`config.mk`:
```
export PLATFORM = sky130hd
export DESIGN_NAME = exec_ctrl_unit
export DESIGN_NICKNAME = d
export VERILOG_FILES = /design/src/rtl/exec_ctrl_unit_pkg.sv /design/src/rtl/exec_ctrl_unit_adder.sv /design/src/rtl/exec_ctrl_unit.sv
export SDC_FILE = /design/constraint.sdc
export NUM_CORES = 1
export LEC_CHECK = 0
export BUFFER_PORTS_ARGS = -buffer_cell sky130_fd_sc_hd__buf_2
export CAP_MARGIN = 10
export CORE_MARGIN = 5
export CORE_UTILIZATION = 35
export DETAILED_ROUTE_END_ITERATION = 10
export PLACE_DENSITY = 0.65
export REMOVE_ABC_BUFFERS = 1
export SKIP_LAST_GASP = 1
export SYNTH_ARGS = -nofsm -noshare
export SYNTH_HDL_FRONTEND = slang
export SYNTH_SLANG_ARGS = --single-unit
```
`constraint.sdc`:
```
create_clock -name clk -period 10.5 [get_ports clk]
set_input_delay 2.1 -clock clk [delete_from_list [all_inputs] [get_ports clk]]
set_output_delay 2.1 -clock clk [all_outputs]
set_load 0.005 [all_outputs]
```
`src/rtl/exec_ctrl_unit_pkg.sv`:
```
// exec_ctrl_unit_pkg: opcode, ALU, result and immediate encodings for the execute/control slice
package exec_ctrl_unit_pkg;
  localparam logic [6:0] OP_LOAD   = 7'b0000011;
  localparam logic [6:0] OP_STORE  = 7'b0100011;
  localparam logic [6:0] OP_R      = 7'b0110011;
  localparam logic [6:0] OP_I      = 7'b0010011;
  localparam logic [6:0] OP_BRANCH = 7'b1100011;
  localparam logic [6:0] OP_JAL    = 7'b1101111;
  localparam logic [2:0] ALU_ADD = 3'b000;
  localparam logic [2:0] ALU_SUB = 3'b001;
  localparam logic [2:0] ALU_AND = 3'b010;
  localparam logic [2:0] ALU_OR  = 3'b011;
  localparam logic [2:0] ALU_XOR = 3'b100;
  localparam logic [2:0] ALU_SLT = 3'b101;
  localparam logic [1:0] RES_ALU = 2'b00;
  localparam logic [1:0] RES_MEM = 2'b01;
  localparam logic [1:0] RES_PC4 = 2'b10;
  localparam logic [2:0] IMM_I = 3'b000;
  localparam logic [2:0] IMM_S = 3'b001;
  localparam logic [2:0] IMM_B = 3'b010;
  localparam logic [2:0] IMM_J = 3'b011;
  localparam logic [2:0] IMM_U = 3'b100;
  // sub only when bit30 is set on a register-register op (bit5 distinguishes R from I)
  function automatic logic [2:0] alu_fn(input logic [2:0] funct3, input logic bit30, input logic bit5);
    return funct3 == 3'b000 ? ((bit30 && bit5) ? ALU_SUB : ALU_ADD) :
           funct3 == 3'b010 ? ALU_SLT :
           funct3 == 3'b100 ? ALU_XOR :
           funct3 == 3'b110 ? ALU_OR  :
           funct3 == 3'b111 ? ALU_AND : ALU_ADD;
  endfunction
endpackage

```
`src/rtl/exec_ctrl_unit_adder.sv`:
```
// exec_adder: plain WIDTH-bit wrapping adder
module exec_adder #(
  parameter int WIDTH = 32
) (
  input  logic [WIDTH-1:0] a,
  input  logic [WIDTH-1:0] b,
  output logic [WIDTH-1:0] y
);
  assign y = a + b;
endmodule

```
`src/rtl/exec_ctrl_unit.sv`:
```
// exec_ctrl_unit: single-cycle RV32 decoder, ALU, PC adders and next-PC select
module exec_ctrl_unit
  import exec_ctrl_unit_pkg::*;
#(
  parameter int BUS_WIDTH = 32,
  parameter int PC_WIDTH  = 16
) (
  input  logic                 clk,
  input  logic                 rst_n,
  input  logic [31:0]          instr,
  input  logic [PC_WIDTH-1:0]  pc,
  input  logic [BUS_WIDTH-1:0] read_data_1,
  input  logic [BUS_WIDTH-1:0] read_data_2,
  input  logic [BUS_WIDTH-1:0] imm_ext,
  output logic [BUS_WIDTH-1:0] alu_result,
  output logic                 zero,
  output logic [BUS_WIDTH-1:0] src_b,
  output logic [PC_WIDTH-1:0]  pc_4,
  output logic [BUS_WIDTH-1:0] pc_target,
  output logic [PC_WIDTH-1:0]  pc_next,
  output logic                 pc_src,
  output logic                 mem_write,
  output logic                 alu_src,
  output logic                 reg_write,
  output logic [1:0]           result_src,
  output logic [2:0]           imm_src,
  output logic [2:0]           alu_control,
  output logic                 illegal_instr,
  output logic                 illegal_seen
);
  logic                 branch;
  logic                 jump;
  logic [2:0]           funct_op;
  logic [BUS_WIDTH-1:0] pc_ext;
  logic [PC_WIDTH-1:0]  four;
  assign funct_op = alu_fn(instr[14:12], instr[30], instr[5]);
  // main decode: one strobe set per supported opcode, everything else flagged illegal
  always_comb begin
    reg_write     = 1'b0;
    mem_write     = 1'b0;
    alu_src       = 1'b0;
    branch        = 1'b0;
    jump          = 1'b0;
    result_src    = RES_ALU;
    imm_src       = IMM_I;
    alu_control   = ALU_ADD;
    illegal_instr = 1'b0;
    case (instr[6:0])
      OP_LOAD: begin
        reg_write  = 1'b1;
        alu_src    = 1'b1;
        result_src = RES_MEM;
      end
      OP_STORE: begin
        mem_write = 1'b1;
        alu_src   = 1'b1;
        imm_src   = IMM_S;
      end
      OP_R: begin
        reg_write   = 1'b1;
        alu_control = funct_op;
      end
      OP_I: begin
        reg_write   = 1'b1;
        alu_src     = 1'b1;
        alu_control = funct_op;
      end
      OP_BRANCH: begin
        branch      = 1'b1;
        imm_src     = IMM_B;
        alu_control = ALU_SUB;
      end
      OP_JAL: begin
        reg_write  = 1'b1;
        jump       = 1'b1;
        imm_src    = IMM_J;
        result_src = RES_PC4;
      end
      default: illegal_instr = 1'b1;
    endcase
  end
  assign src_b = alu_src ? imm_ext : read_data_2;
  // ALU: unused encodings fall through to zero
  always_comb begin
    alu_result = alu_control == ALU_ADD ? read_data_1 + src_b :
                 alu_control == ALU_SUB ? read_data_1 - src_b :
                 alu_control == ALU_AND ? read_data_1 & src_b :
                 alu_control == ALU_OR  ? read_data_1 | src_b :
                 alu_control == ALU_XOR ? read_data_1 ^ src_b :
                 alu_control == ALU_SLT ? BUS_WIDTH'($signed(read_data_1) < $signed(src_b)) :
                 '0;
  end
  assign zero   = alu_result == '0;
  assign pc_src = jump | (branch & (zero ^ instr[12]));
  assign pc_ext = BUS_WIDTH'(pc);
  assign four   = PC_WIDTH'(4);
  exec_adder #(.WIDTH(PC_WIDTH)) u_pc_4 (
    .a(pc),
    .b(four),
    .y(pc_4)
  );
  exec_adder #(.WIDTH(BUS_WIDTH)) u_pc_target (
    .a(pc_ext),
    .b(imm_ext),
    .y(pc_target)
  );
  assign pc_next = pc_src ? pc_target[PC_WIDTH-1:0] : pc_4;
  // sticky illegal-instruction flag, only a reset clears it
  always_ff @(posedge clk or negedge rst_n) begin
    if (!rst_n) illegal_seen <= 1'b0;
    else if (illegal_instr) illegal_seen <= 1'b1;
  end
endmodule

```
# Word-level counts from Yosys, hierarchy flattened
# Index checks and enable logic that the tools add are counted.
# W data, S select, Z words.
dict set report word_totals {
  reg_bits 1
  latch_bits 0
  ram_bits 0
  romBits 0
  input_bits 146
  output_inout_bits 143
  wordCells 58
  memories 0
}
dict set report op_classes {
  n_addsub 4
  mul 0
  div 0
  order_cmp 1
  n_eq_ne 15
  shift 0
  n_mux 23
  bitwise 6
  reduce_logical 8
}
# cell count
set ops {}
lappend ops {{$mux W32} 6}
lappend ops {{$add A16 B32 Y32} 1}
lappend ops {{$add A32 B32 Y32} 1}
lappend ops {{$and A32 B32 Y32} 1}
lappend ops {{$logic_not A32 Y1} 1}
lappend ops {{$lt A32 B32 Y1} 1}
lappend ops {{$or A32 B32 Y32} 1}
lappend ops {{$sub A32 B32 Y32} 1}
lappend ops {{$xor A32 B32 Y32} 1}
lappend ops {{$add A16 B3 Y16 const B} 1}
lappend ops {{$mux W16} 1}
lappend ops {{$eq A3 B3 Y1 const B} 5}
lappend ops {{$eq A7 B6 Y1 const B} 2}
lappend ops {{$eq A7 B7 Y1 const B} 2}
lappend ops {{$eq A3 B2 Y1 const B} 3}
lappend ops {{$mux W3} 3}
lappend ops {{$mux W1} 8}
lappend ops {{$eq A7 B2 Y1 const B} 1}
lappend ops {{$eq A7 B5 Y1 const B} 1}
lappend ops {{$logic_not A3 Y1} 2}
lappend ops {{$pmux W2 S3} 1}
lappend ops {{$pmux W3 S2} 1}
lappend ops {{$reduce_or A6 Y1} 1}
lappend ops {{$mux W2} 2}
lappend ops {{other kinds (9)} 9}

# Depth between registers and ports, before layout
dict set report depth {
  word_depth 19
  mapped_depth 23
  ltp_nobuf 19
}

# Modules after synthesis
# From an unflattened synthesis, not the netlist that was laid out.
dict set report hier_totals {
  cells_unflattened 1433
  area_unflattened_um2 9790.6
}
# module n_inst cells_per_inst area_each_um2 seq_area_each_um2
set modules_own_cells {}
lappend modules_own_cells {exec_ctrl_unit 1 1085 7193.1 25.0}
lappend modules_own_cells {{exec_adder at u_pc_target} 1 241 1744.2 0.0}
lappend modules_own_cells {{exec_adder at u_pc_4} 1 107 853.3 0.0}

# Worst setup path after synthesis
# Ideal clock, no wire load.
dict set report synth_timing {
  path_kind {in2out}
  startpoint {input instr[2]}
  endpoint {output pc_next[15]}
  arrival_ps 7250
  required_ps 8400
  path_slack_ps 1150
  stages 21
  path_buffers 3
  cell_sequence {and4bb_1 buf_4 nand2b_1 a21oi_1 clkbuf_1 mux2_2 ha_1 fa_1 a211oi_1 o21ai_1 nand3_1 a31oi_1 a41o_1 nand3_1 a21oi_1 o31a_1 or3_1 or4_4 buf_6 or3_1 a21oi_1}
}
dict set report synth_via {
  word_cells_on_any_way 36
  classes_between {2 x add/sub; 1 x order compare; 11 x eq/ne; 12 x mux; 6 x bitwise; 4 x reduce/logical}
}
# item line_no
set synth_lines {}
lappend synth_lines {{from (decl)} exec_ctrl_unit.sv:10} ;# input logic [31:0] instr,
lappend synth_lines {{$eq A7 B5 Y1 (tied with other cells)} exec_ctrl_unit.sv:48} ;# case (instr[6:0])
lappend synth_lines {{$reduce_or A3 Y1 (no source line) (*)} -}
lappend synth_lines {{$mux W1 (*)} exec_ctrl_unit.sv:48}
lappend synth_lines {{named net alu_src} exec_ctrl_unit.sv:23} ;# output logic alu_src,
lappend synth_lines {{$mux W32 (*)} exec_ctrl_unit.sv:82} ;# assign src_b = alu_src ? imm_ext : read_data_2;
lappend synth_lines {{named net src_b[0]} exec_ctrl_unit.sv:17} ;# output logic [BUS_WIDTH-1:0] src_b,
lappend synth_lines {{$sub A32 B32 Y32} exec_ctrl_unit.sv:86} ;# alu_control == ALU_SUB ? read_data_1 - src_b :
lappend synth_lines {{$mux W32} exec_ctrl_unit.sv:86}
lappend synth_lines {{$mux W32 (*)} exec_ctrl_unit.sv:85} ;# alu_result = alu_control == ALU_ADD ? read_data_1 + src_b :
lappend synth_lines {{named net alu_result[28]} exec_ctrl_unit.sv:15} ;# output logic [BUS_WIDTH-1:0] alu_result,
lappend synth_lines {{$logic_not A32 Y1 (*)} exec_ctrl_unit.sv:93} ;# assign zero = alu_result == '0;
lappend synth_lines {{$xor A1 B1 Y1 (*)} exec_ctrl_unit.sv:94} ;# assign pc_src = jump | (branch & (zero ^ instr[12]));
lappend synth_lines {{$and A1 B1 Y1 (*)} exec_ctrl_unit.sv:94}
lappend synth_lines {{$or A1 B1 Y1 (*)} exec_ctrl_unit.sv:94}
lappend synth_lines {{$mux W16 (*)} exec_ctrl_unit.sv:107} ;# assign pc_next = pc_src ? pc_target[PC_WIDTH-1:0] : pc_4;
lappend synth_lines {{to (decl)} exec_ctrl_unit.sv:20} ;# output logic [PC_WIDTH-1:0] pc_next,
# The timed path passes the listed nets; every way through them passes the cells marked *.

# Final worst setup path
dict set report layout_timing {
  startpoint {input instr[2]}
  endpoint {output pc_next[6]}
}
dict set report layout_via {
  elab_chain_cells 16
  word_cells_on_any_way 36
  classes_between {2 x add/sub; 1 x order compare; 11 x eq/ne; 12 x mux; 6 x bitwise; 4 x reduce/logical}
}
# item line_no
set layout_lines {}
lappend layout_lines {{$eq A7 B5 Y1 (tied with other cells)} exec_ctrl_unit.sv:48}
lappend layout_lines {{$reduce_or A3 Y1 (no source line)} -}
lappend layout_lines {{$mux W1} exec_ctrl_unit.sv:48}
lappend layout_lines {{$mux W32} exec_ctrl_unit.sv:82}
lappend layout_lines {{$lt A32 B32 Y1} exec_ctrl_unit.sv:90} ;# alu_control == ALU_SLT ? BUS_WIDTH'($signed(read_data_1) < $signed(src_b)) :
lappend layout_lines {{$mux W1} exec_ctrl_unit.sv:90}
lappend layout_lines {{$mux W32} exec_ctrl_unit.sv:89} ;# alu_control == ALU_XOR ? read_data_1 ^ src_b :
lappend layout_lines {{$mux W32} exec_ctrl_unit.sv:88} ;# alu_control == ALU_OR ? read_data_1 | src_b :
lappend layout_lines {{$mux W32} exec_ctrl_unit.sv:87} ;# alu_control == ALU_AND ? read_data_1 & src_b :
lappend layout_lines {{$mux W32} exec_ctrl_unit.sv:86}
lappend layout_lines {{$mux W32} exec_ctrl_unit.sv:85}
lappend layout_lines {{$logic_not A32 Y1} exec_ctrl_unit.sv:93}
lappend layout_lines {{$xor A1 B1 Y1} exec_ctrl_unit.sv:94}
lappend layout_lines {{$and A1 B1 Y1} exec_ctrl_unit.sv:94}
lappend layout_lines {{$or A1 B1 Y1 (*)} exec_ctrl_unit.sv:94}
lappend layout_lines {{$mux W16 (*)} exec_ctrl_unit.sv:107}
# Every way passes the cells marked *; elsewhere a longest branch is shown, timed or not.

==> out/metrics.cfg <==
[drt]
drtIter0Drc = 1222
dr.pass1.iters = 6
vias = 11100
wirelength_microns = 39000
postRouteAntennaNets = 0
vias_per_cell = 6.03
post_drt_wl_per_cell_microns = 21.2
drc = 0

[power_and_ir_drop]
p_seq_share_pct = 0.7
power_density_mw_per_mm2 = 57.5
p_sw_share_pct = 58.8
p_leak_uw = 0.00512
finalPower_uw = 599
p_int_uw = 247
vdd_drop_max_uv = 24.0
p_sw_uw = 352
clkPwrFrac_pct = 0
combPwrFrac_pct = 99.3

[finish]
layout.cells.non_filler = 1844
syn_to_final_growth_pct = 22.5
regMostFlops = illegal_seen
reg.largest.list = illegal_seen (1)
largest_reg_flops = 1
antennaDiodeCount = 0
nNetsFinal = 1785
drive_gt1_share_pct = 26.8

[synthesis]
async_reset_ff_share_pct = 100
ys_seq_area_share_pct = 0.294
syn_inst = 1265
synth_area_sq_mm = 0.00850
syn_avg_cell_area_sq_um = 6.72
synth_cell_types = 98
synth_ff_type = dfrtp_1
synth_edf_count = 0
ys_warn_count = 0
ys_ff_latch = 1

[grt]
grt_pass1_wl_microns = 59100
grtUsageTotal_pct = 26.0
overflow = 0
grt_max_degree = 26
antenna_found_initial = 2
first_global_vias = 10400

[timing]
maxSlewHeadroom_pct = 14.6
fin_worst_skew_ps = 0
rsz0062_at_grt = no
post-route-period-util_pct = 94.7
setup_viol = 0
hold_viol_final = 0
tightest_slew_ps = 1280
fmax_ghz = 0.101
final-max-slew-violation-count = 0
min_period_ps = 9940

[critical_path]
path_max_fanout = 24
critPathCaptureType = output pin
critical_path_required_ps = 8400
path_cells = buf_2, and4bb_1, nand2b_1, a21oi_4, buf_12, mux2_2, inv_1, ha_1, nor4_1, a211oi_1, a2111oi_0, o21bai_1, o21ai_1, nand4_1, a31o_2, a211oi_1, buf_4, o211ai_1, or4_4, buf_12, or2_0, a21oi_1, buf_2
worst_setup_path_start_kind = input port
crit_arrival_ps = 7840
critical_path_class = in -> out
critPathSlowestCell = or4_4
slowest_delay_ps = 620

[floorplanning]
start_util_pct = 35.3
pin_count = 289
row_count = 57
die_h_microns = 166
die_w_microns = 166
die_area_sq_mm = 0.0275
core_sq_mm = 0.0241

[placement]
dp_hpwl_microns = 32200
port_buffers = 266
gp_congestion = 1.02
place_inst = 1844

[worst_hold_path]
hold_class = reg -> reg

[clocking]
cts_setup_buffers = 0
cts-resized-gates = 0
clk_latency_ps = 0
path_clk_slew_ps = 0
ctsHoldBuffers = 0

[status]
status = complete, no violations

[run]
maxCapViolations = 0

cells in the final DEF (no fill, tap or decap), drive strengths merged, types with 17 or more instances in the layout:
cell / n
xnor2: 35
nand3: 42
inv: 128
mux2: 33
o221ai: 23
or2: 24
a21o: 26
buf: 330
o21ai: 58
a21oi: 139
nand2: 68
nor2: 98
nand2b: 17
ha: 114
nor3: 29
o22ai: 34
o31ai: 20
a211oi: 21
o211ai: 22
power groups by stage:
stage               combinational [uW]  clock [uW]  sequential (uW)
floorplan                          336           0             3.93
global placement                   576           0             3.92
detailed placement                 581           0             3.92
CTS                                584           0             3.92
global route                       645           0             3.92
finish                             595           0             3.92
cells in the mapped netlist, types with 15 or more instances:
library cell	n	share of area, %
a211oi_1	21	1.9
a21o_1	26	2.3
a21oi_1	137	8.1
buf_2	30	1.8
clkbuf_1	35	1.5
ha_1	114	17
inv_1	124	5.5
mux2_2	32	4.2
nand2_1	68	3.0
nand2b_1	17	1.3
nand3_1	41	2.4
nor2_1	96	4.2
nor2b_1	16	1.2
nor3_1	29	1.7
o211ai_1	20	1.8
o21ai_0	52	3.1
o221ai_1	23	2.4
o22ai_1	34	2.5
o31ai_1	19	1.7
or3_1	15	1.1
xnor2_1	35	3.6
cell families after synthesis:
group / after synthesis / share of synthesized area, %
compound gates: 464 / 37.2
simple gates: 386 / 24.3
buf+inv: 203 / 9.89
fa+ha+maj: 117 / 17.5
xor+xnor: 48 / 4.95
mux: 45 / 5.79
other cells: 1 / 0.0441
flops: 1 / 0.294
worst paths after layout:
check / start / slack [ps] / depth (start not counted) / end
max: instr[2] / 560 / 23 / pc_next[6]
min: illegal_seen / 460 / 1 / illegal_seen
max reg2reg: illegal_seen / 9720 / 1 / illegal_seen
min reg2reg: illegal_seen / 460 / 1 / illegal_seen
max in group asynchronous: rst_n / 8520 / 1 / illegal_seen
min in group asynchronous: rst_n / 1890 / 1 / illegal_seen
worst max-delay path, delay by kind of cell:
kind | cells | cell delay, ps
fa+ha+maj | 1 | 260
compound gates | 9 | 2150
buf+inv | 6 | 950
mux | 1 | 410
simple gates | 6 | 1950
metal layers:
metal	part of all wire, %	GRT usage, %	up-vias
met4	3.2	7.21	4
met1	42	33.8	5178
met2	45	42.8	647
met3	10	6.36	100
li1	-	-	5191
met5	0.069	0	-
final cells by class:
class	instances	area, sq um
Sequential cell	1	25.0
Timing Repair Buffer	330	1850
Inverter	128	480
Tap cell	324	405
Fill cell	2642	13700
Multi-Input combinational cell	1061	7650
through the flow:
step | hold slack, ps | area (sq um) | setup TNS (ps) | setup slack [ps] | util [%]
after floorplan | 465 | 8140 | -87.2 | -87.2 | -
after global placement | 452 | 10400 | 0 | 694 | 43.2
after detailed placement | 472 | 10400 | 0 | 756 | 43.2
after CTS | 465 | 10400 | 0 | 715 | 43.2
after global routing | 474 | 10400 | 0 | 313 | 43.2
final | 465 | 10400 | 0 | 556 | 43.2
(Power assumes the default switching activity.)
